File: config.mk
export PLATFORM = sky130hd
export DESIGN_NAME = malloc_buf_alloc_flat
export DESIGN_NICKNAME = d
export VERILOG_FILES = /design/src/rtl/malloc_buf_alloc_pkg.sv /design/src/rtl/malloc_buf_alloc_if.sv /design/src/rtl/malloc_buf_alloc_rr_arb.sv /design/src/rtl/malloc_buf_alloc.sv /design/src/flat_wrapper.sv
export SDC_FILE = /design/constraint.sdc
export NUM_CORES = 2
export LEC_CHECK = 0
export CORE_MARGIN = 2
export CORE_UTILIZATION = 55
export CTS_BUF_LIST = sky130_fd_sc_hd__clkbuf_4 sky130_fd_sc_hd__clkbuf_8
export DETAILED_ROUTE_END_ITERATION = 7
export PLACE_DENSITY_LB_ADDON = 0.2
export REMOVE_ABC_BUFFERS = 1
export SETUP_SLACK_MARGIN = 0.15
export SYNTH_ARGS = -nofsm -noshare
export SYNTH_HDL_FRONTEND = slang
export SYNTH_HIERARCHICAL = 1
export SYNTH_SLANG_ARGS = --single-unit
File: constraint.sdc
create_clock -name clk -period 25.4 [get_ports clk]
set_input_delay 5.08 -clock clk [delete_from_list [all_inputs] [get_ports clk]]
set_output_delay 5.08 -clock clk [all_outputs]
set_load 0.1 [all_outputs]
File: src/rtl/malloc_buf_alloc_pkg.sv
`default_nettype none
// ============================================================================
// Package     : malloc_pkg
// Description : FSM encoding, default sizes and clogb for the buffer allocator.
// Revision    : 1.0
// ============================================================================
package malloc_pkg;

    localparam int DEF_NUM_BUFS   = 2048;
    localparam int DEF_WORD_WIDTH = 4;
    localparam int DEF_NUM_CH     = 4;

    typedef enum logic [2:0] {
        ST_INIT = 3'd0,
        ST_IDLE = 3'd1,
        ST_ARD  = 3'd2,
        ST_ACHK = 3'd3,
        ST_FRD  = 3'd4,
        ST_FWR  = 3'd5
    } state_t;

    // Ceiling log2; clogb(1) == 0.
    function automatic int clogb(input int v);
        int r;
        r = 0;
        while ((1 << r) < v) r = r + 1;
        return r;
    endfunction

endpackage
`default_nettype wire

File: src/rtl/malloc_buf_alloc_if.sv
`default_nettype none
// ============================================================================
// Interface   : malloc_buf_alloc_if
// Description : Allocation / return / status bundle of the buffer allocator.
// Revision    : 1.0
// ============================================================================
interface malloc_buf_alloc_if
    import malloc_pkg::*;
#(
    parameter int NUM_BUFS = DEF_NUM_BUFS,
    parameter int NUM_CH   = DEF_NUM_CH
);
    localparam int IDX_W = clogb(NUM_BUFS);

    logic [NUM_CH-1:0] alloc_req;
    logic [NUM_CH-1:0] alloc_gnt;
    logic [IDX_W-1:0]  alloc_idx;
    logic              free_valid;
    logic [IDX_W-1:0]  free_idx;
    logic              free_ready;
    logic [IDX_W:0]    free_cnt;
    logic              empty;
    logic              init_done;
    logic              err_double_free;

    modport slave (
        input  alloc_req, free_valid, free_idx,
        output alloc_gnt, alloc_idx, free_ready, free_cnt, empty, init_done,
               err_double_free
    );

    modport master (
        output alloc_req, free_valid, free_idx,
        input  alloc_gnt, alloc_idx, free_ready, free_cnt, empty, init_done,
               err_double_free
    );

endinterface
`default_nettype wire

File: src/rtl/malloc_buf_alloc_rr_arb.sv
`default_nettype none
// ============================================================================
// Module      : malloc_rr_arb
// Description : Round-robin arbiter; priority starts after the last winner.
// Revision    : 1.0
// ============================================================================
module malloc_rr_arb
    import malloc_pkg::*;
#(
    parameter int NUM_CH = DEF_NUM_CH
) (
    input  logic              clk,
    input  logic              rst,
    input  logic [NUM_CH-1:0] req_i,
    input  logic              adv_i,
    output logic [NUM_CH-1:0] gnt_o
);
    localparam int PTR_W = (NUM_CH > 1) ? clogb(NUM_CH) : 1;

    logic [PTR_W-1:0] prio_q;
    logic [PTR_W-1:0] prio_d;

    always_comb begin
        int   c;
        logic found;
        c      = 0;
        found  = 1'b0;
        gnt_o  = '0;
        prio_d = prio_q;
        for (int i = 0; i < NUM_CH; i++) begin
            c = int'(prio_q) + i;
            if (c >= NUM_CH) c = c - NUM_CH;
            if (!found && req_i[c]) begin
                gnt_o[c] = 1'b1;
                found    = 1'b1;
                prio_d   = (c == NUM_CH - 1) ? '0 : PTR_W'(c + 1);
            end
        end
    end

    always_ff @(posedge clk or posedge rst) begin
        if (rst) begin
            prio_q <= '0;
        end else if (adv_i) begin
            prio_q <= prio_d;
        end
    end

endmodule
`default_nettype wire

File: src/rtl/malloc_buf_alloc.sv
`default_nettype none
// ============================================================================
// Module      : malloc_buf_alloc
// Description : Bitmap buffer allocator with round-robin multi-channel alloc,
//               valid/ready return port and optional double-free detection
//               (enabled by MALLOC_DOUBLE_FREE_CHK_EN).
// Revision    : 1.0
// ============================================================================
module malloc_buf_alloc
    import malloc_pkg::*;
#(
    parameter int NUM_BUFS   = DEF_NUM_BUFS,
    parameter int WORD_WIDTH = DEF_WORD_WIDTH,
    parameter int NUM_CH     = DEF_NUM_CH
) (
    input  logic                clk,
    input  logic                rst,
    malloc_buf_alloc_if.slave   bus
);
    localparam int NUM_WORDS = NUM_BUFS / WORD_WIDTH;
    localparam int IDX_W     = clogb(NUM_BUFS);
    localparam int WADDR_W   = clogb(NUM_WORDS);
    localparam int BIT_W     = clogb(WORD_WIDTH);

    state_t                state_q;
    logic [WADDR_W-1:0]    init_addr_q;
    logic [WADDR_W-1:0]    ptr_q;
    logic [IDX_W-1:0]      fidx_q;
    logic [NUM_CH-1:0]     chan_q;
    logic [NUM_CH-1:0]     alloc_gnt_q;
    logic [IDX_W-1:0]      alloc_idx_q;
    logic [IDX_W:0]        free_cnt_q;
    logic                  init_done_q;
    logic                  err_q;
    logic                  alloc_prio_q;

    logic [WORD_WIDTH-1:0] mem [NUM_WORDS];
    logic [WORD_WIDTH-1:0] rdata_q;
    logic                  mem_we;
    logic [WADDR_W-1:0]    mem_addr;
    logic [WORD_WIDTH-1:0] mem_wdata;

    logic [NUM_CH-1:0]     eff_req;
    logic [NUM_CH-1:0]     arb_gnt;
    logic                  alloc_ok;
    logic                  free_sel;
    logic                  alloc_sel;
    logic [BIT_W-1:0]      low_bit;
    logic [WORD_WIDTH-1:0] cleared_word;
    logic [WADDR_W-1:0]    free_wa;
    logic [BIT_W-1:0]      free_bit;
    logic [WORD_WIDTH-1:0] set_mask;
    logic                  double_free;

    // The granted channel still holds its request during the grant cycle.
    assign eff_req   = bus.alloc_req & ~alloc_gnt_q;
    assign alloc_ok  = (state_q == ST_IDLE) && (free_cnt_q != '0) && (|eff_req);
    assign free_sel  = (state_q == ST_IDLE) && bus.free_valid && !(alloc_ok && alloc_prio_q);
    assign alloc_sel = alloc_ok && !free_sel;

    malloc_rr_arb #(.NUM_CH(NUM_CH)) u_arb (
        .clk   (clk),
        .rst   (rst),
        .req_i (eff_req),
        .adv_i (alloc_sel),
        .gnt_o (arb_gnt)
    );

    always_comb begin
        low_bit = '0;
        for (int i = WORD_WIDTH - 1; i >= 0; i--) begin
            if (rdata_q[i]) low_bit = BIT_W'(i);
        end
    end

    assign cleared_word = rdata_q & (rdata_q - {{(WORD_WIDTH-1){1'b0}}, 1'b1});
    assign free_wa      = fidx_q[IDX_W-1:BIT_W];
    assign free_bit     = fidx_q[BIT_W-1:0];
    assign set_mask     = {{(WORD_WIDTH-1){1'b0}}, 1'b1} << free_bit;

`ifdef MALLOC_DOUBLE_FREE_CHK_EN
    assign double_free = |(rdata_q & set_mask);
`else
    assign double_free = 1'b0;
`endif

    always_comb begin
        mem_we    = 1'b0;
        mem_addr  = ptr_q;
        mem_wdata = rdata_q;
        case (state_q)
            ST_INIT: begin
                mem_we    = 1'b1;
                mem_addr  = init_addr_q;
                mem_wdata = '1;
            end
            ST_ACHK: begin
                mem_we    = |rdata_q;
                mem_wdata = cleared_word;
            end
            ST_FRD: mem_addr = free_wa;
            ST_FWR: begin
                mem_addr  = free_wa;
                mem_we    = !double_free;
                mem_wdata = rdata_q | set_mask;
            end
            default: ;
        endcase
    end

    always_ff @(posedge clk) begin
        if (mem_we) mem[mem_addr] <= mem_wdata;
        rdata_q <= mem[mem_addr];
    end

    always_ff @(posedge clk or posedge rst) begin
        if (rst) begin
            state_q      <= ST_INIT;
            init_addr_q  <= '0;
            ptr_q        <= '0;
            fidx_q       <= '0;
            chan_q       <= '0;
            alloc_gnt_q  <= '0;
            alloc_idx_q  <= '0;
            free_cnt_q   <= (IDX_W+1)'(NUM_BUFS);
            init_done_q  <= 1'b0;
            err_q        <= 1'b0;
            alloc_prio_q <= 1'b0;
        end else begin
            alloc_gnt_q <= '0;
            err_q       <= 1'b0;
            case (state_q)
                ST_INIT: begin
                    init_addr_q <= init_addr_q + 1'b1;
                    if (init_addr_q == WADDR_W'(NUM_WORDS - 1)) begin
                        state_q     <= ST_IDLE;
                        init_done_q <= 1'b1;
                    end
                end
                ST_IDLE: begin
                    if (free_sel) begin
                        fidx_q       <= bus.free_idx;
                        alloc_prio_q <= 1'b0;
                        state_q      <= ST_FRD;
                    end else if (alloc_sel) begin
                        chan_q       <= arb_gnt;
                        alloc_prio_q <= 1'b0;
                        state_q      <= ST_ARD;
                    end
                end
                ST_ARD: state_q <= ST_ACHK;
                ST_ACHK: begin
                    if (|rdata_q) begin
                        alloc_gnt_q <= chan_q;
                        alloc_idx_q <= {ptr_q, low_bit};
                        free_cnt_q  <= free_cnt_q - 1'b1;
                        state_q     <= ST_IDLE;
                    end else begin
                        ptr_q   <= (ptr_q == WADDR_W'(NUM_WORDS - 1)) ? '0 : ptr_q + 1'b1;
                        state_q <= ST_ARD;
                    end
                end
                ST_FRD: state_q <= ST_FWR;
                ST_FWR: begin
                    alloc_prio_q <= 1'b1;
                    state_q      <= ST_IDLE;
                    if (double_free) begin
                        err_q <= 1'b1;
                    end else if (free_cnt_q != (IDX_W+1)'(NUM_BUFS)) begin
                        free_cnt_q <= free_cnt_q + 1'b1;
                    end
                end
                default: state_q <= ST_INIT;
            endcase
        end
    end

    assign bus.alloc_gnt       = alloc_gnt_q;
    assign bus.alloc_idx       = alloc_idx_q;
    assign bus.free_ready      = free_sel;
    assign bus.free_cnt        = free_cnt_q;
    assign bus.empty           = (free_cnt_q == '0);
    assign bus.init_done       = init_done_q;
    assign bus.err_double_free = err_q;

endmodule
`default_nettype wire
File: src/flat_wrapper.sv
// flat-port wrapper written by rule: the top's interface ports become plain ports
module malloc_buf_alloc_flat import malloc_pkg::*;
#(
    parameter int NUM_BUFS   = DEF_NUM_BUFS,
    parameter int WORD_WIDTH = DEF_WORD_WIDTH,
    parameter int NUM_CH     = DEF_NUM_CH
)
  (clk, rst, bus_alloc_req, bus_free_valid, bus_free_idx, bus_alloc_gnt, bus_alloc_idx, bus_free_ready, bus_free_cnt, bus_empty, bus_init_done, bus_err_double_free);
  malloc_buf_alloc_if #(.NUM_BUFS(NUM_BUFS), .NUM_CH(NUM_CH)) bus_i ();
  input  logic clk;
  input  logic rst;
  input wire logic [$bits(bus_i.alloc_req)-1:0] bus_alloc_req;
  input wire logic [$bits(bus_i.free_valid)-1:0] bus_free_valid;
  input wire logic [$bits(bus_i.free_idx)-1:0] bus_free_idx;
  output wire logic [$bits(bus_i.alloc_gnt)-1:0] bus_alloc_gnt;
  output wire logic [$bits(bus_i.alloc_idx)-1:0] bus_alloc_idx;
  output wire logic [$bits(bus_i.free_ready)-1:0] bus_free_ready;
  output wire logic [$bits(bus_i.free_cnt)-1:0] bus_free_cnt;
  output wire logic [$bits(bus_i.empty)-1:0] bus_empty;
  output wire logic [$bits(bus_i.init_done)-1:0] bus_init_done;
  output wire logic [$bits(bus_i.err_double_free)-1:0] bus_err_double_free;
  assign bus_i.alloc_req = bus_alloc_req;
  assign bus_i.free_valid = bus_free_valid;
  assign bus_i.free_idx = bus_free_idx;
  assign bus_alloc_gnt = bus_i.alloc_gnt;
  assign bus_alloc_idx = bus_i.alloc_idx;
  assign bus_free_ready = bus_i.free_ready;
  assign bus_free_cnt = bus_i.free_cnt;
  assign bus_empty = bus_i.empty;
  assign bus_init_done = bus_i.init_done;
  assign bus_err_double_free = bus_i.err_double_free;
  malloc_buf_alloc #(.NUM_BUFS(NUM_BUFS), .WORD_WIDTH(WORD_WIDTH), .NUM_CH(NUM_CH)) u_core (.clk(clk), .rst(rst), .bus(bus_i));
endmodule
Yosys cells after proc, flatten, opt, wreduce, memory -nomap -nowiden
Memories as Yosys holds them, arrays and structs flattened. A register that Yosys moved wholly into a read port is not among the register bits.
Cells that the tools add are included.
Widths: inputs -> output; s select.

operators by class
  multiplexer cells = 62
  shift operators = 1
  $lt $le $gt $ge = 12
  eq/ne operators = 16
  bitwise operators = 9
  reduce and logical (&&, ||, !) cells = 37
  add/subtract/negate cells = 16

operators by type and width
  kind                   number
  $eq 32x3->1 const B    4
  $ge 32x1->1 const B    4
  $lt 32x4->1 const B    4
  $mux 32                4
  $mux 2                 13
  $mux 12                2
  $mux 4                 6
  $pmux 12 s2            1
  $mux 1                 19
  $add 9x1->9 const B    2
  $eq 9x9->1 const B     2
  $pmux 3 s6             1
  $pmux 9 s2             1
  $or 4x4->4             4
  $reduce_and 2->1       7
  $logic_and 1x1->1      13
  $add 12x1->12 const B  1
  $logic_not 12->1       1
  $ne 12x12->1 const B   1
  $pmux 4 s3             1
  $reduce_bool 12->1     1
  $sub 12x1->12 const B  1
  $sub 3x3->4 const B    3
  $ge 3x3->1 const B     3
  other kinds (27)       54

storage, ports and cells
  register bits = 67
  input bits = 18
  output and inout port bits = 31
  bits in writable memories = 2048
  memories kept = 1

memories
  name        depth  width  rd ports  clocked after memory_dff  write ports  line                    RTL
  u_core.mem  512    4      1         1                         1            malloc_buf_alloc.sv:37  logic [WORD_WIDTH-1:0] mem [NUM_WORDS];

Depth between registers and ports, before layout
  depth in word-level cells = 16
  mapped depth = 17
  gate-level depth less buffers = 14

By module
Netlist, hierarchy kept.

by module, submodules not included
  module            area each (µm²)  cells an instance  seq. area each (µm²)  instances
  malloc_buf_alloc  84482.3          4588               63206.9               1
  malloc_rr_arb     648.1            70                 50.0                  1

Worst setup path before layout
No wires, ideal clock.

  path kind = reg2reg
  start point = register u_core.state_q[2]
  end point = memory u_core/mem[0][0] in the netlist's numbering (data pin)
  setup time = 2.849 ns
  stages on the path, launching flop included = 7
  clock period less this slack = 17.173 ns
  slack = 8.227 ns
  arrival time = 14.324 ns
  cell sequence = dfrtp_1 buf_2 buf_2 clkbuf_1 nor2_1 nor2_1 o211ai_1

between the ends
  longest elaborated chain between the ends = 2
  elaborated cells on any way between the ends = 4
  those cells by class = eq/ne (2); mux (1); reduce/logical (1)

ends and longest elaborated chain
  element                                   line                     RTL
  start: declaration                        malloc_buf_alloc.sv:25   state_t state_q;
  start signal: assignment                  malloc_buf_alloc.sv:118  state_q <= ST_INIT;
  start signal: assignment                  malloc_buf_alloc.sv:136  state_q <= ST_IDLE;
  start signal: assignment                  malloc_buf_alloc.sv:144  state_q <= ST_FRD;
  $eq 3x3->1, or another cell as far along  malloc_buf_alloc.sv:91   case (state_q)
  $pmux 4 s3 (*)                            malloc_buf_alloc.sv:91
  net u_core.mem_wdata[0]                   malloc_buf_alloc.sv:41   logic [WORD_WIDTH-1:0] mem_wdata;
  end: declaration                          malloc_buf_alloc.sv:37

The timed path passes the listed nets; every way through them passes the cells marked *.

Worst setup path in the final report
  start point = input port bus_alloc_req[1]
  end point = output port bus_free_ready

between the ends
  longest elaborated chain between the ends = 6

ends and longest elaborated chain
  element                line                    RTL
  start: declaration     flat_wrapper.sv:12      input wire logic [$bits(bus_i.alloc_req)-1:0] bus_alloc_req;
  $and 4x4->4            malloc_buf_alloc.sv:56  assign eff_req = bus.alloc_req & ~alloc_gnt_q;
  net u_core.eff_req[1]  malloc_buf_alloc.sv:43  logic [NUM_CH-1:0] eff_req;
  $reduce_or 4->1        malloc_buf_alloc.sv:57  assign alloc_ok = (state_q == ST_IDLE) && (free_cnt_q != '0) && (|eff_req);
  $logic_and 1x1->1      malloc_buf_alloc.sv:57
  $logic_and 1x1->1      malloc_buf_alloc.sv:58  assign free_sel = (state_q == ST_IDLE) && bus.free_valid && !(alloc_ok && alloc_prio_q);
  $logic_not 1->1        malloc_buf_alloc.sv:58
  $logic_and 1x1->1      malloc_buf_alloc.sv:58
  end: declaration       flat_wrapper.sv:17      output wire logic [$bits(bus_i.free_ready)-1:0] bus_free_ready;

The timed path passes the listed nets, and every way through them passes these cells.

==> impl_metrics.tcl <==
set metrics [dict create \
    status "complete, but fails checks" \
    violations "max-slew violations" \
    final_util_pct 61.6 \
    syn2layout_area_growth_pct 11.3 \
    critical_path_class "in2out" \
    yosysTopAreaCell "edfxtp_1" \
    ctsRootBufferMaster "clkbuf_8" \
    row_count 144 \
    hp-class "reg2reg" \
    muxShareOfSynthArea_pct 14.4 \
    hpwl_mm 138 \
    die-area_um2 158000 \
    synth_compound_area_share_pct 2.70 \
    power.switching_w 0.00521 \
    wl_per_cell_um 32.0 \
    routed_wl_mm 231 \
    worst_pin_slew_ps 1750 \
    design_area_um2 94700 \
    max_freq_mhz 74.3 \
    tns_ps 0 \
    cts_inserted_buffers 353 \
    cts_resized 0 \
    max_cap_viol_count 0 \
    vias 47300 \
    use_met3_pct 6.53 \
    cts_tree "yes" \
    dr.pass1.iters 8 \
    overflow 0 \
    synth_top_area_share_pct 72.2 \
    synthArstFlopShare_pct 3.16 \
    yosys_warnings 6 \
    die-width_um 397 \
    startpoint_type "input pin" \
    grt_pass1_vias 46800 \
    power_leakage_nw 29.8 \
    seq_power_share_pct 34.1 \
    layout-drive-gt1-share_pct 24.1 \
    port_buffers 47 \
    yosys.area_share.simple_pct 6.15 \
    coreArea_um2 154000 \
    synth_seq_area_share_pct 74.3 \
    htree_levels 5 \
    fp.dieH_um 397 \
    finalNetCount 4930 \
    synth_fa_ha_area_share_pct 0.347 \
    synth_top_family_by_area "multiplexers" \
    floorplan.initialDensity_pct 55.3 \
    hold_violations 0 \
    dpl-instance-area_um2 88000 \
    cts_setup_buffers 0 \
    grt_max_degree 237 \
    synth_cells 4658 \
    slowest_stage "clkdlybuf4s50_1" \
    worst_hold_slack_ps 485 \
    power.clock.fraction_pct 22.0 \
    busiest_layer "met2" \
    synth.most_common_cell "edfxtp_1" \
    p_per_area_nw_per_um2 139 \
    path_cells "clkdlybuf4s50_1, nor2b_1, o41ai_1, nor2_1, a21oi_2, clkdlybuf4s50_1" \
    cts_buffer_depth 4 \
    cp_data_arrival_time_ps 8370 \
    cp_common_cell "clkdlybuf4s50_1" \
    grt_pass1_wl_mm 332 \
    synth_flop_cell "edfxtp_1" \
    routabilityCongestion 0.874 \
    setup-violations-final 0 \
    placed_cells 6578 \
    finClkSkew_ps 92.5 \
    critPathBufInv 2 \
    synthDistinctLibCells 81 \
    track_usage_pct 29.5 \
    ant_nets 0 \
    path_delay_family "buffers and inverters" \
    synth_common_cells "2,048 x edfxtp_1, 571 x nor2_1, 497 x mux4_2" \
    maxSlewHeadroom_pct -16.6 \
    drc_errors 0 \
    p_comb_share_pct 43.9 \
    met2_usage_pct 44.9 \
    insertion_delay_ps 1030 \
    swShare_pct 39.6 \
    ioPinCount 49 \
    cpPeakStageDelay_ps 1290 \
    synth-edff-count 2048 \
    crit_required_ps 20320 \
    period_minus_slack_ps 13450 \
    rsz0062_at_grt "false" \
    viasPerCell 6.58 \
    cp_max_fo 14 \
    antenna_found_initial 7 \
    avgSynthCellArea_um2 18.3 \
    drt-initial-drc-count 6012 \
    p_int_w 0.00793 \
    synthTopCellsByArea "edfxtp_1 72%, mux4_2 13%, nor2_1 2.5%" \
    use_met1_pct 41.9 \
    drv_slew 152 \
    period_share_pct 53.0 \
    layout.cells.non_filler 7195 \
    hold_buffers 0 \
    synth_xor_area_share_pct 0.237 \
    clkTransAtPathRegs_ps 60 \
    netlist_area_um2 85100 \
    clock_sinks 2119 \
    irDropWorstVdd_mv 0.179 \
    cp-end-kind "output pin" \
    synth_seq_cells 2119 \
]
-- path summary, 6_finish.rpt --
kind	slack [ps]	end	from	depth (start not counted)
max	11950	bus_free_ready	bus_alloc_req[1]	6
min	480	u_core/bus.init_done	u_core/bus.init_done	1
max reg2reg	17490	u_core/rdata_q[3]	u_core/state_q[2]	14
min reg2reg	480	u_core/bus.init_done	u_core/bus.init_done	1
max in group asynchronous	20150	u_core/ptr_q[1]	rst	3
min in group asynchronous	4300	u_core/u_arb/prio_q[0]	rst	2
-- logic make-up (layout without fill, tap and decap cells) --
logic type | after synthesis | in the layout
fa+ha+maj | 23 | 23
simple gates | 1229 | 1229
buf+inv | 322 | 805
flops | 2119 | 2119
other cells | 1 | 11
compound gates | 339 | 339
xor+xnor | 23 | 23
mux | 602 | 602
-- cell type report --
type,count,area [um2]
Clock buffer,463,5790
Tap cell,2044,2560
Timing Repair Buffer,183,1630
Antenna cell,10,25.0
Inverter,15,56.3
Multi-Input combinational cell,2217,20500
Sequential cell,2119,63300
Fill cell,11100,59100
Clock inverter,144,875
-- cell usage in the layout (no fill, tap or decap), types with 8 or more instances in the layout --
cell,count
ha_1,22
clkdlybuf4s50_1,47
dfrtp_1,66
a21oi_1,88
bufinv_16,10
o21ai_0,40
a32oi_1,11
mux2_2,31
edfxtp_1,2048
clkinv_2,42
a31oi_1,25
a211oi_1,12
nor2_1,563
xor2_1,9
inv_1,13
clkinv_1,88
a22oi_1,36
nand2_1,341
nand3_1,108
diode_2,10
nand2b_1,9
nor3_1,40
nor2b_1,10
nand2_2,17
mux2i_1,73
clkbuf_4,93
nand4_1,31
o211ai_1,9
xnor2_1,14
clkbuf_8,370
buf_4,125
o22ai_1,18
and2_1,8
a221oi_1,10
and3_1,35
buf_12,11
mux4_2,497
nor4_1,19
-- metrics by stage --
stage	setup WS, ps	power, W
floorplan	-2720	0.00976
global placement	11850	0.0102
detailed placement	11920	0.0102
CTS	11910	0.0131
global route	11780	0.0135
finish	11950	0.0131
-- metal layers --
metal | share of wire (%) | wire length, um | vias to the layer above
li1 | - | - | 19100
met1 | 38 | 87700 | 24700
met2 | 47 | 108000 | 2970
met3 | 11 | 25400 | 541
met4 | 4.3 | 9820 | 10
met5 | 0.052 | 119 | -
-- power groups by stage --
| stage | Combinational [W] | Sequential, W | Clock, W |
|---|---|---|---|
| 2_1_floorplan | 0.00482 | 0.00494 | 0 |
| 3_3_place_gp | 0.00564 | 0.00454 | 0 |
| 3_5_place_dp | 0.00570 | 0.00455 | 0 |
| 4_1_cts | 0.00571 | 0.00447 | 0.00293 |
| 5_1_grt | 0.00599 | 0.00449 | 0.00308 |
| 6_report | 0.00577 | 0.00448 | 0.00289 |
-- flip-flops by register name, summed over array words and instances (netlist names) --
name                  cells
u_core/mem             2048
u_core/bus.free_cnt      12
u_core/bus.alloc_idx     11
u_core/fidx_q            11
u_core/init_addr_q        9
u_core/ptr_q              9
u_core/bus.alloc_gnt      4
u_core/chan_q             4
u_core/rdata_q            4
u_core/state_q            3
u_core/u_arb/prio_q       2
u_core/alloc_prio_q       1
u_core/bus.init_done      1
Note: power is estimated with default switching activity, not from simulation.
